$ cat src/rtl/twinkle_pkg.sv
// Shared definitions for the twinkle sequencer: FSM encoding, palette colours
// and the field layout of the incoming random word.
package twinkle_pkg;

   typedef enum logic [1:0] {
      ST_IDLE   = 2'd0,
      ST_SEED   = 2'd1,
      ST_STREAM = 2'd2,
      ST_DONE   = 2'd3
   } state_t;

   localparam int THR_LSB = 0;
   localparam int IDX_LSB = 8;
   localparam int PAL_LSB = 16;

   // Palette entries are stored as {R,G,B}; the serializer wants {G,R,B}.
   localparam logic [23:0] PAL_WARM_WHITE = 24'hFF_B0_60;
   localparam logic [23:0] PAL_RED        = 24'hFF_00_00;
   localparam logic [23:0] PAL_GREEN      = 24'h00_FF_00;
   localparam logic [23:0] PAL_GOLD       = 24'hFF_C0_00;

   function automatic logic [23:0] pal_rgb(input logic [1:0] pal);
      logic [23:0] rgb;
      case (pal)
         2'd0:    rgb = PAL_WARM_WHITE;
         2'd1:    rgb = PAL_RED;
         2'd2:    rgb = PAL_GREEN;
         default: rgb = PAL_GOLD;
      endcase
      return rgb;
   endfunction

endpackage

$ cat src/rtl/twinkle_scale.sv
// Combinational colour scaler: palette colour times brightness, >>8 per
// channel, returned in WS2812 {G,R,B} order.
module twinkle_scale
   import twinkle_pkg::*;
(
   input  logic [1:0]  pal,
   input  logic [7:0]  bright,
   output logic [23:0] grb
);

   logic [23:0] rgb;
   logic [15:0] r_m;
   logic [15:0] g_m;
   logic [15:0] b_m;

   always_comb begin
      rgb = pal_rgb(pal);
      r_m = 16'(rgb[23:16]) * 16'(bright);
      g_m = 16'(rgb[15:8])  * 16'(bright);
      b_m = 16'(rgb[7:0])   * 16'(bright);
      grb = {g_m[15:8], r_m[15:8], b_m[15:8]};
   end

endmodule

$ cat src/rtl/twinkle_sequencer.sv
// Per-frame twinkle engine: takes one random word, maybe ignites an LED, then
// streams one faded GRB pixel per LED over valid/ready.
module twinkle_sequencer
   import twinkle_pkg::*;
#(
   parameter int NB_LEDS     = 32,
   parameter int IDX_W       = 8,
   parameter int DECAY_SHIFT = 3
) (
   input  logic        clk,
   input  logic        rst_n,
   input  logic        enable,
   input  logic [7:0]  cfg_density,
   input  logic        frame_start,
   input  logic        rnd_valid,
   input  logic [31:0] rnd_data,
   output logic        rnd_ready,
   output logic        pixel_valid,
   output logic [23:0] pixel_data,
   output logic        pixel_last,
   input  logic        pixel_ready,
   output logic        busy,
   output logic        frame_done
);

   localparam int                 LW         = (NB_LEDS > 1) ? $clog2(NB_LEDS) : 1;
   localparam logic [IDX_W-1:0]   LAST_IDX   = IDX_W'(NB_LEDS - 1);
   localparam logic [IDX_W:0]     NB_LEDS_W  = (IDX_W + 1)'(NB_LEDS);
   localparam logic [7:0]         DECAY_MIN  = 8'(1 << DECAY_SHIFT);

   function automatic logic [7:0] decay(input logic [7:0] b);
      return (b < DECAY_MIN) ? 8'd0 : b - (b >> DECAY_SHIFT);
   endfunction

   state_t            state_q, state_d;
   logic [IDX_W-1:0]  led_q, led_d;
   logic [7:0]        bright_q [NB_LEDS];
   logic [7:0]        bright_d [NB_LEDS];
   logic [1:0]        pal_q    [NB_LEDS];
   logic [1:0]        pal_d    [NB_LEDS];
   logic              rnd_ready_q, rnd_ready_d;
   logic              pixel_valid_q, pixel_valid_d;
   logic [23:0]       pixel_data_q, pixel_data_d;
   logic              pixel_last_q, pixel_last_d;
   logic              busy_q, busy_d;
   logic              frame_done_q, frame_done_d;

   logic [7:0]        thr;
   logic [IDX_W-1:0]  idx;
   logic [1:0]        pal_in;
   logic [LW-1:0]     idx_sel;
   logic              ignite;
   logic [IDX_W-1:0]  led_nxt;
   logic [LW-1:0]     led_sel;
   logic [LW-1:0]     nxt_sel;
   logic              led_is_last;
   logic [1:0]        scl_pal;
   logic [7:0]        scl_b;
   logic [23:0]       scl_grb;
   logic              unused_rnd;

   assign thr         = rnd_data[THR_LSB +: 8];
   assign idx         = rnd_data[IDX_LSB +: IDX_W];
   assign pal_in      = rnd_data[PAL_LSB +: 2];
   assign idx_sel     = idx[LW-1:0];
   assign ignite      = (thr < cfg_density) && ({1'b0, idx} < NB_LEDS_W);
   assign unused_rnd  = ^rnd_data;

   assign led_nxt     = led_q + IDX_W'(1);
   assign led_sel     = led_q[LW-1:0];
   assign led_is_last = (led_q == LAST_IDX);
   assign nxt_sel     = led_is_last ? '0 : led_nxt[LW-1:0];

   // The pixel registered at an edge is the one for the LED presented next, so
   // in SEED it must already see a same-edge ignition of LED 0.
   always_comb begin
      scl_pal = pal_q[nxt_sel];
      scl_b   = bright_q[nxt_sel];
      if (state_q == ST_SEED) begin
         if (ignite && (idx == '0)) begin
            scl_pal = pal_in;
            scl_b   = 8'hFF;
         end else begin
            scl_pal = pal_q[0];
            scl_b   = bright_q[0];
         end
      end
   end

   twinkle_scale u_scale (
      .pal    (scl_pal),
      .bright (scl_b),
      .grb    (scl_grb)
   );

   always_comb begin
      state_d       = state_q;
      led_d         = led_q;
      bright_d      = bright_q;
      pal_d         = pal_q;
      rnd_ready_d   = 1'b0;
      pixel_valid_d = 1'b0;
      pixel_data_d  = pixel_data_q;
      pixel_last_d  = 1'b0;
      frame_done_d  = 1'b0;

      case (state_q)
         ST_IDLE: begin
            if (frame_start && enable) begin
               state_d     = ST_SEED;
               rnd_ready_d = 1'b1;
            end
         end
         ST_SEED: begin
            rnd_ready_d = 1'b1;
            if (rnd_valid) begin
               rnd_ready_d = 1'b0;
               if (ignite) begin
                  bright_d[idx_sel] = 8'hFF;
                  pal_d[idx_sel]    = pal_in;
               end
               led_d         = '0;
               pixel_valid_d = 1'b1;
               pixel_data_d  = scl_grb;
               pixel_last_d  = (LAST_IDX == '0);
               state_d       = ST_STREAM;
            end
         end
         ST_STREAM: begin
            pixel_valid_d = 1'b1;
            pixel_last_d  = pixel_last_q;
            if (pixel_ready) begin
               bright_d[led_sel] = decay(bright_q[led_sel]);
               if (led_is_last) begin
                  pixel_valid_d = 1'b0;
                  pixel_last_d  = 1'b0;
                  pixel_data_d  = '0;
                  led_d         = '0;
                  frame_done_d  = 1'b1;
                  state_d       = ST_DONE;
               end else begin
                  led_d        = led_nxt;
                  pixel_data_d = scl_grb;
                  pixel_last_d = (led_nxt == LAST_IDX);
               end
            end
         end
         default: begin
            state_d = ST_IDLE;
         end
      endcase

      busy_d = (state_d != ST_IDLE);
   end

   always_ff @(posedge clk or negedge rst_n) begin
      if (!rst_n) begin
         state_q       <= ST_IDLE;
         led_q         <= '0;
         rnd_ready_q   <= 1'b0;
         pixel_valid_q <= 1'b0;
         pixel_data_q  <= '0;
         pixel_last_q  <= 1'b0;
         busy_q        <= 1'b0;
         frame_done_q  <= 1'b0;
         for (int i = 0; i < NB_LEDS; i++) begin
            bright_q[i] <= '0;
            pal_q[i]    <= '0;
         end
      end else begin
         state_q       <= state_d;
         led_q         <= led_d;
         rnd_ready_q   <= rnd_ready_d;
         pixel_valid_q <= pixel_valid_d;
         pixel_data_q  <= pixel_data_d;
         pixel_last_q  <= pixel_last_d;
         busy_q        <= busy_d;
         frame_done_q  <= frame_done_d;
         bright_q      <= bright_d;
         pal_q         <= pal_d;
      end
   end

   assign rnd_ready   = rnd_ready_q;
   assign pixel_valid = pixel_valid_q;
   assign pixel_data  = pixel_data_q;
   assign pixel_last  = pixel_last_q;
   assign busy        = busy_q;
   assign frame_done  = frame_done_q;

endmodule

$ cat config.mk
export PLATFORM = sky130hd
export DESIGN_NAME = twinkle_sequencer
export DESIGN_NICKNAME = d
export VERILOG_FILES = /design/src/rtl/twinkle_pkg.sv /design/src/rtl/twinkle_scale.sv /design/src/rtl/twinkle_sequencer.sv
export SDC_FILE = /design/constraint.sdc
export NUM_CORES = 1
export LEC_CHECK = 0
export CAP_MARGIN = 20
export CORE_ASPECT_RATIO = 2
export CORE_MARGIN = 5
export CORE_UTILIZATION = 40
export CTS_BUF_LIST = sky130_fd_sc_hd__clkbuf_16
export CTS_CLUSTER_DIAMETER = 60
export DETAILED_ROUTE_END_ITERATION = 8
export PLACE_DENSITY_LB_ADDON = 0.3
export SETUP_SLACK_MARGIN = 0.2
export SYNTH_ARGS = -nofsm -noshare
export SYNTH_HDL_FRONTEND = slang
export SYNTH_SLANG_ARGS = --single-unit
$ cat constraint.sdc
create_clock -name clk -period 9 [get_ports clk]
set_input_delay 0.9 -clock clk [delete_from_list [all_inputs] [get_ports clk]]
set_output_delay 0.9 -clock clk [all_outputs]
set_load 0.05 [all_outputs]
==> results of run 1 <==
## report_power, final
group          switching, mW  leakage [nW]  total, mW  internal, mW
sequential             0.164          4.95       1.91          1.75
clock                  0.768         0.636       1.65         0.879
combinational           4.73          6.59       7.37          2.64
## worst max-delay path, delay by kind of cell (launching register included)
kind | cells | cell delay [ns]
xor gates and xnor gates | 1 | 0.15
adders and majority gates | 6 | 2.26
and+or+nand+nor | 4 | 1.13
DFF | 1 | 0.60
AOI/OAI and AO/OA | 10 | 2.65
muxes | 1 | 0.40
buffers and inverters | 7 | 0.99
## state kept, by name, indices dropped and copies added (netlist names), 2 cells and up
signal	flops
bright_q	256
state_q	2
pal_q	64
pixel_data	24
led_q	8
## worst min-delay path by stage
stage                           endpoint  cells past startpoint            from
after detailed placement  pixel_data[10]                      2  pixel_data[10]
after global placement     pixel_data[9]                      2   pixel_data[9]
final                      bright_q[120]                      1           rst_n
after CTS                  bright_q[120]                      1           rst_n
after global routing       bright_q[120]                      1           rst_n
after floorplan                pal_q[40]                      1       pal_q[40]
## layer usage
layer  vias to the layer above  global-route usage, %
met3                       543                   5.68
met2                      1403                   55.5
met5                         -                      0
li1                      10200                      -
met1                     12100                   33.3
met4                         4                   32.9
## through the flow
| stage | util, % | setup WS (ns) | cell area, µm² | power [mW] | std cells |
|---|---|---|---|---|---|
| finish | 45.1 | 0.658 | 29200 | 10.9 | 3653 |
| global route | 45.1 | 0.344 | 29200 | 11.8 | 3649 |
| CTS | 45.0 | 0.882 | 29100 | 10.8 | 3644 |
| detailed placement | 43.1 | 0.821 | 27900 | 9.18 | 3573 |
| global placement | 43.0 | 0.916 | 27800 | 8.99 | 3570 |
| floorplan | - | 0.986 | 26100 | 6.86 | 2734 |
## layout make-up
cell class / count / area share (%)
diodes: 4 / 0.0343
repair buffers: 174 / 5.41
well taps: 871 / 3.73
clock inverters: 31 / 0.835
inverters: 115 / 1.48
multi-input cells: 2059 / 54.3
clock buffers: 40 / 3.43
flip-flops and latches: 359 / 30.8
## cells by family (layout without fill, tap and decap cells)
family	after synthesis	after routing
compound gates	832	832
xor+xnor	38	38
fa+ha+maj	168	168
buf+inv	316	360
flops	359	359
mux	204	204
other cells	0	4
simple gates	817	817
## cells in the mapped netlist, types with 6 or more instances
library cell	n	area, µm²
sky130_fd_sc_hd__dfrtp_1	359	8980
sky130_fd_sc_hd__nor2_1	333	1250
sky130_fd_sc_hd__o22ai_1	236	1480
sky130_fd_sc_hd__o21a_1	215	1610
sky130_fd_sc_hd__nand2_1	181	679
sky130_fd_sc_hd__ha_1	117	1460
sky130_fd_sc_hd__clkbuf_1	115	432
sky130_fd_sc_hd__inv_1	114	428
sky130_fd_sc_hd__mux4_2	97	2180
sky130_fd_sc_hd__a21oi_1	83	415
sky130_fd_sc_hd__mux2_2	69	777
sky130_fd_sc_hd__nand3_1	64	320
sky130_fd_sc_hd__o21ai_0	63	315
sky130_fd_sc_hd__and2_1	59	369
sky130_fd_sc_hd__buf_2	58	290
sky130_fd_sc_hd__nor3_1	54	270
sky130_fd_sc_hd__fa_1	51	1020
sky130_fd_sc_hd__a211oi_1	40	300
sky130_fd_sc_hd__mux2i_1	37	370
sky130_fd_sc_hd__a221oi_1	32	280
sky130_fd_sc_hd__nor2b_1	29	181
sky130_fd_sc_hd__a22oi_1	27	203
sky130_fd_sc_hd__a31oi_1	23	144
sky130_fd_sc_hd__xor2_1	21	184
sky130_fd_sc_hd__nand2b_1	20	125
sky130_fd_sc_hd__xnor2_1	17	149
sky130_fd_sc_hd__a211oi_2	16	200
sky130_fd_sc_hd__a311oi_1	16	140
sky130_fd_sc_hd__nand3b_1	13	97.6
sky130_fd_sc_hd__buf_1	12	45.0
sky130_fd_sc_hd__nand4_1	10	62.6
sky130_fd_sc_hd__and3_1	9	56.3
sky130_fd_sc_hd__buf_4	9	67.6
sky130_fd_sc_hd__o211ai_1	9	67.6
sky130_fd_sc_hd__a21o_1	7	52.6
sky130_fd_sc_hd__o2111ai_1	7	61.3
sky130_fd_sc_hd__o221ai_1	7	61.3
sky130_fd_sc_hd__or3_1	7	43.8
sky130_fd_sc_hd__nor3b_1	6	45.0
sky130_fd_sc_hd__o31ai_1	6	45.0
==> results.sh, run 1 <==
export IMPL_status="finished, final reports clean"
export IMPL_num_fill_cells=6188
export IMPL_timing_slew_headroom_pct=20.3
export IMPL_path_max_fanout=16
export IMPL_grt_first_pass_wirelength_um=168000
export IMPL_grt_ovfl_total=0
export IMPL_commonest_non_fill_non_tap_cells_in_the_layout="357 x sky130_fd_sc_hd__dfrtp_1, 332 x sky130_fd_sc_hd__nor2_1, 236 x sky130_fd_sc_hd__o22ai_1"
export IMPL_end_kind="flop"
export IMPL_grt_use_total_pct=32.9
export IMPL_final_hold_worst_slack_ns=0.377
export IMPL_compound_cell_area_share_of_the_yosys_netlist_pct=22.3
export IMPL_wirelength_um=118000
export IMPL_postSynthRegisterBits=359
export IMPL_grt_pass1_vias=24200
export IMPL_crit_reg2reg_capture="pixel_data[22]"
export IMPL_met3_wirelength_um=8340
export IMPL_fp_coreArea_mm2=0.0647
export IMPL_root_buffer="sky130_fd_sc_hd__clkbuf_16"
export IMPL_fin_worst_skew_ns=0.0215
export IMPL_post_route_cells_drive_above_1_share_pct=14.0
export IMPL_remaining_drc_errors=0
export IMPL_hpwl_um=86000
export IMPL_pwr_density_cell_mw_per_mm2=374
export IMPL_fmaxAchievable_mhz=120
export IMPL_start_util_pct=40.3
export IMPL_cts_hold_repair_buffers=0
export IMPL_route_detailed_vias_per_inst=6.62
export IMPL_ys_seq_area_share_pct=34.5
export IMPL_fin_nets=2963
export IMPL_cts_made_buffers=40
export IMPL_synth_edff_count=0
export IMPL_worst_hold_path_type="in -> async"
export IMPL_vdd_ir_drop_worst_mv=0.509
export IMPL_tightestPinTransition_ns=1.20
export IMPL_mappedNetlistNets=2948
export IMPL_antenna_found_initial=4
export IMPL_grt_max_degree=150
export IMPL_synth_simple_gate_area_share_pct=14.4
export IMPL_final_period_minus_worst_setup_slack_ns=8.34
export IMPL_final_setup_tns_ns=0
export IMPL_cts_repair_timing_setup_buffer_count=0
export IMPL_post_synth_xor_area_fraction_pct=1.28
export IMPL_synth_lib_cells_used_distinct=84
export IMPL_area_delta_synth_final_pct=12.1
export IMPL_clock_tree_buffer_depth=3
export IMPL_timing_worst_setup_path_type="reg -> reg"
export IMPL_row_count=132
export IMPL_iteration_count_of_the_initial_detailed_routing_pass=5
export IMPL_synth_fa_ha_area_share_pct=9.53
export IMPL_max_cap_viol_count=0
export IMPL_cts_htree_levels=2
export IMPL_met1_length_um=37100
export IMPL_r2r_start="led_q[0]"
export IMPL_tritoncts="done"
export IMPL_yosysWarningCount=0
export IMPL_detailroute_wirelength_met2_um=57400
export IMPL_critical_path_slowest_cell="sky130_fd_sc_hd__dfrtp_4"
export IMPL_regArea_mm2=0.00899
export IMPL_slew_limit_fails=0
export IMPL_post_route_clock_period_utilization_pct=92.7
export IMPL_dr_total_vias=24200
export IMPL_clk_pin_slew_ns=0.07
export IMPL_postSynthCellCount=2734
export IMPL_finalSetupViolCount=0
export IMPL_numPortBuffers=60
export IMPL_synth_area_mux_share_pct=12.8
export IMPL_ys_flop_type="sky130_fd_sc_hd__dfrtp_1"
export IMPL_syn_cell_area_mm2=0.0261
export IMPL_static_leakage_power_nw=12.2
export IMPL_postSynth_asyncResetShare_pct=100
export IMPL_grt_setup_unrepaired="no"
export IMPL_final_hold_viol_count=0
export IMPL_tritoncts_num_sinks=359
export IMPL_ff2ff_setup_slack_ns=0.66
export IMPL_chipWidth_um=190
export IMPL_layout_cells_most_common="sky130_fd_sc_hd__dfrtp_1"
export IMPL_topRoutingLayerUsed="met5"
export IMPL_die_area_mm2=0.0707
export IMPL_cts_repair_resize_count=0
export IMPL_drt_iter0_markers=2492
export IMPL_timing_critical_path_from="led_q[0]"
export IMPL_postRouteAntennaNets=0
export IMPL_synth_top_family_by_area="compound AO/OA/AOI/OAI gates"
export IMPL_die_height_um=371
export IMPL_place_congestion=1.08
export IMPL_multi_input_combinational_cell_area_mm2=0.0159
export IMPL_top_level_port_count=75
export IMPL_cp_arrival_ns=8.81
export IMPL_post_drt_wl_per_cell_um=32.3
export IMPL_reg2reg_depth=29
export IMPL_stage_delay_of_the_slowest_cell_on_the_critical_path_ns=0.60
export IMPL_worst_ep_required_time_ns=9.47
export IMPL_worst_skew_pair_late_latency_ns=0.59
export IMPL_synth_area_per_cell_um2=9.53
export IMPL_startpoint_class="flop"
export IMPL_critPathCapture="pixel_data[22]"
Note: power is estimated with default switching activity, not from simulation.
==> run 2, diff against run 1 <==
Settings changed: CAP_MARGIN 20 to 10.
==> run 2 against run 1 <==
Critical path depth unchanged. Final cell count about the same. Wire length increased by 0.16%. Clock power about the same. Largest power group unchanged. Critical path type unchanged. Clock skew increased by 0.0019 ns. Combinational power about the same. Sequential power about the same.
==> results.sh, run 2 (synthesis results as in run 1) <==
export IMPL_status="finished, final reports clean"
export IMPL_cts_repair_resize_count=0
export IMPL_chipWidth_um=190
export IMPL_die_height_um=371
export IMPL_layout_cells_most_common="sky130_fd_sc_hd__dfrtp_1"
export IMPL_area_delta_synth_final_pct=11.7
export IMPL_post_route_clock_period_utilization_pct=93.2
export IMPL_path_max_fanout=16
export IMPL_worst_hold_path_type="in -> async"
export IMPL_numPortBuffers=60
export IMPL_critical_path_slowest_cell="sky130_fd_sc_hd__dfrtp_4"
export IMPL_antenna_found_initial=2
export IMPL_worst_skew_pair_late_latency_ns=0.59
export IMPL_remaining_drc_errors=0
export IMPL_cts_repair_timing_setup_buffer_count=0
export IMPL_pwr_density_cell_mw_per_mm2=375
export IMPL_start_util_pct=40.3
export IMPL_clock_tree_buffer_depth=3
export IMPL_seq_power_share_pct=17.5
export IMPL_worst_ep_required_time_ns=9.47
export IMPL_finalSetupViolCount=0
export IMPL_fin_nets=2957
export IMPL_comb_power_share_pct=67.2
export IMPL_clk_pin_slew_ns=0.07
export IMPL_grt_ovfl_total=0
export IMPL_grt_max_degree=150
export IMPL_place_congestion=1.08
export IMPL_commonest_non_fill_non_tap_cells_in_the_layout="357 x sky130_fd_sc_hd__dfrtp_1, 332 x sky130_fd_sc_hd__nor2_1, 236 x sky130_fd_sc_hd__o22ai_1"
export IMPL_grt_use_total_pct=33.1
export IMPL_preCtsSetupSlack_ns=0.846
export IMPL_startpoint_class="flop"
export IMPL_grt_pass1_vias=24200
export IMPL_fp_coreArea_mm2=0.0647
export IMPL_timing_slew_headroom_pct=7.59
export IMPL_top_register="bright_q"
export IMPL_grt_setup_unrepaired="no"
export IMPL_row_count=132
export IMPL_cts_hold_repair_buffers=0
export IMPL_final_setup_worst_slack_ns=0.608
export IMPL_wirelength_um=118000
export IMPL_drt_iter0_markers=2684
export IMPL_cts_made_buffers=42
export IMPL_cts_htree_levels=2
export IMPL_switching_power_mw=5.68
export IMPL_fin_worst_skew_ns=0.0234
export IMPL_tritoncts="done"
export IMPL_timing_worst_setup_path_type="reg -> reg"
export IMPL_stage_delay_of_the_slowest_cell_on_the_critical_path_ns=0.61
export IMPL_end_kind="flop"
export IMPL_top_level_port_count=75
export IMPL_postRouteAntennaNets=0
export IMPL_final_setup_tns_ns=0
export IMPL_slew_limit_fails=0
export IMPL_final_hold_viol_count=0
export IMPL_vdd_ir_drop_worst_mv=0.471
export IMPL_dr_total_vias=24200
export IMPL_post_drt_wl_per_cell_um=32.4
export IMPL_power_report_internal_total_mw=5.25
export IMPL_static_leakage_power_nw=12.1
export IMPL_fmaxAchievable_mhz=119
export IMPL_max_cap_viol_count=0
export IMPL_iteration_count_of_the_initial_detailed_routing_pass=8
export IMPL_route_detailed_vias_per_inst=6.64
export IMPL_hpwl_um=85500
export IMPL_post_route_cells_drive_above_1_share_pct=13.9
export IMPL_grt_first_pass_wirelength_um=169000
export IMPL_tightestPinTransition_ns=1.39
export IMPL_cp_arrival_ns=8.86
export IMPL_final_period_minus_worst_setup_slack_ns=8.39
export IMPL_power_switching_fraction_pct=52.0
export IMPL_root_buffer="sky130_fd_sc_hd__clkbuf_16"
export IMPL_die_area_mm2=0.0707
export IMPL_largest_register_ffs=256
export IMPL_tritoncts_num_sinks=359
export IMPL_power_share_of_the_clock_group_pct=15.4
[run 2: cell types whose count changed in the layout (fill, tap and decap cells not counted), moves of 2 or more]
cell,change
sky130_fd_sc_hd__clkbuf_4,-3
sky130_fd_sc_hd__buf_12,-2
sky130_fd_sc_hd__buf_16,-2
sky130_fd_sc_hd__clkbuf_16,+2
sky130_fd_sc_hd__inv_6,+2
sky130_fd_sc_hd__inv_8,+2
[run 2: critical path: cells and delay by family (launching register included)]
| family | cells | cell delay, ns |
|---|---|---|
| AO/OA/AOI/OAI | 10 | 2.71 |
| XOR/XNOR | 1 | 0.15 |
| adder cells (fa/ha/maj) | 6 | 2.26 |
| buffers and inverters | 7 | 1.03 |
| flip-flops | 1 | 0.61 |
| multiplexers | 1 | 0.40 |
| AND/OR/NAND/NOR | 4 | 1.11 |
[run 2: path summary, 6_finish.rpt]
path                                start              to  slack (ns)  cells after the start
hold reg to reg            pixel_data[10]  pixel_data[10]        0.47                      2
max in group asynchronous           rst_n   bright_q[125]        6.82                      3
hold / removal                      rst_n   bright_q[120]        0.36                      1
min in group clk           pixel_data[10]  pixel_data[10]        0.47                      2
setup / recovery                 led_q[0]  pixel_data[22]        0.61                     29
setup reg to reg                 led_q[0]  pixel_data[22]        0.61                     29
[run 2: layer usage]
layer | wire length, µm | GRT usage (%) | up-vias
met1 | 37000 | 33.3 | 12100
met5 | 8 | 0 | -
met3 | 8550 | 6.43 | 555
li1 | - | - | 10100
met2 | 56900 | 55.7 | 1437
met4 | 15800 | 32.9 | 2
[run 2: through the flow]
stage	total power [mW]	hold slack [ns]	std cells	utilization, %	area (µm²)
2_1_floorplan	6.86	0.475	2734	-	26100
3_3_place_gp	8.99	0.467	3570	43.0	27800
3_5_place_dp	9.17	0.469	3570	43.0	27800
4_1_cts	10.9	0.412	3645	45.0	29100
5_1_grt	11.8	0.438	3645	45.0	29100
6_report	10.9	0.355	3650	45.0	29100
[run 2: cell type report]
type / instances / area [µm²]
diodes: 5 / 12.5
fillers: 6263 / 35600
flip-flops and latches: 359 / 8990
repair buffers: 166 / 1450
well taps: 871 / 1090
clock inverters: 33 / 230
multi-input cells: 2059 / 15900
inverters: 115 / 432
clock buffers: 42 / 1050
[run 2: power groups by stage]
stage / clock, mW / combinational [mW] / sequential (mW)
after CTS: 1.69 / 7.28 / 1.91
after floorplan: 0 / 4.88 / 1.98
final: 1.68 / 7.34 / 1.91
after global routing: 1.75 / 8.16 / 1.92
after global placement: 0 / 7.06 / 1.93
after detailed placement: 0 / 7.23 / 1.94
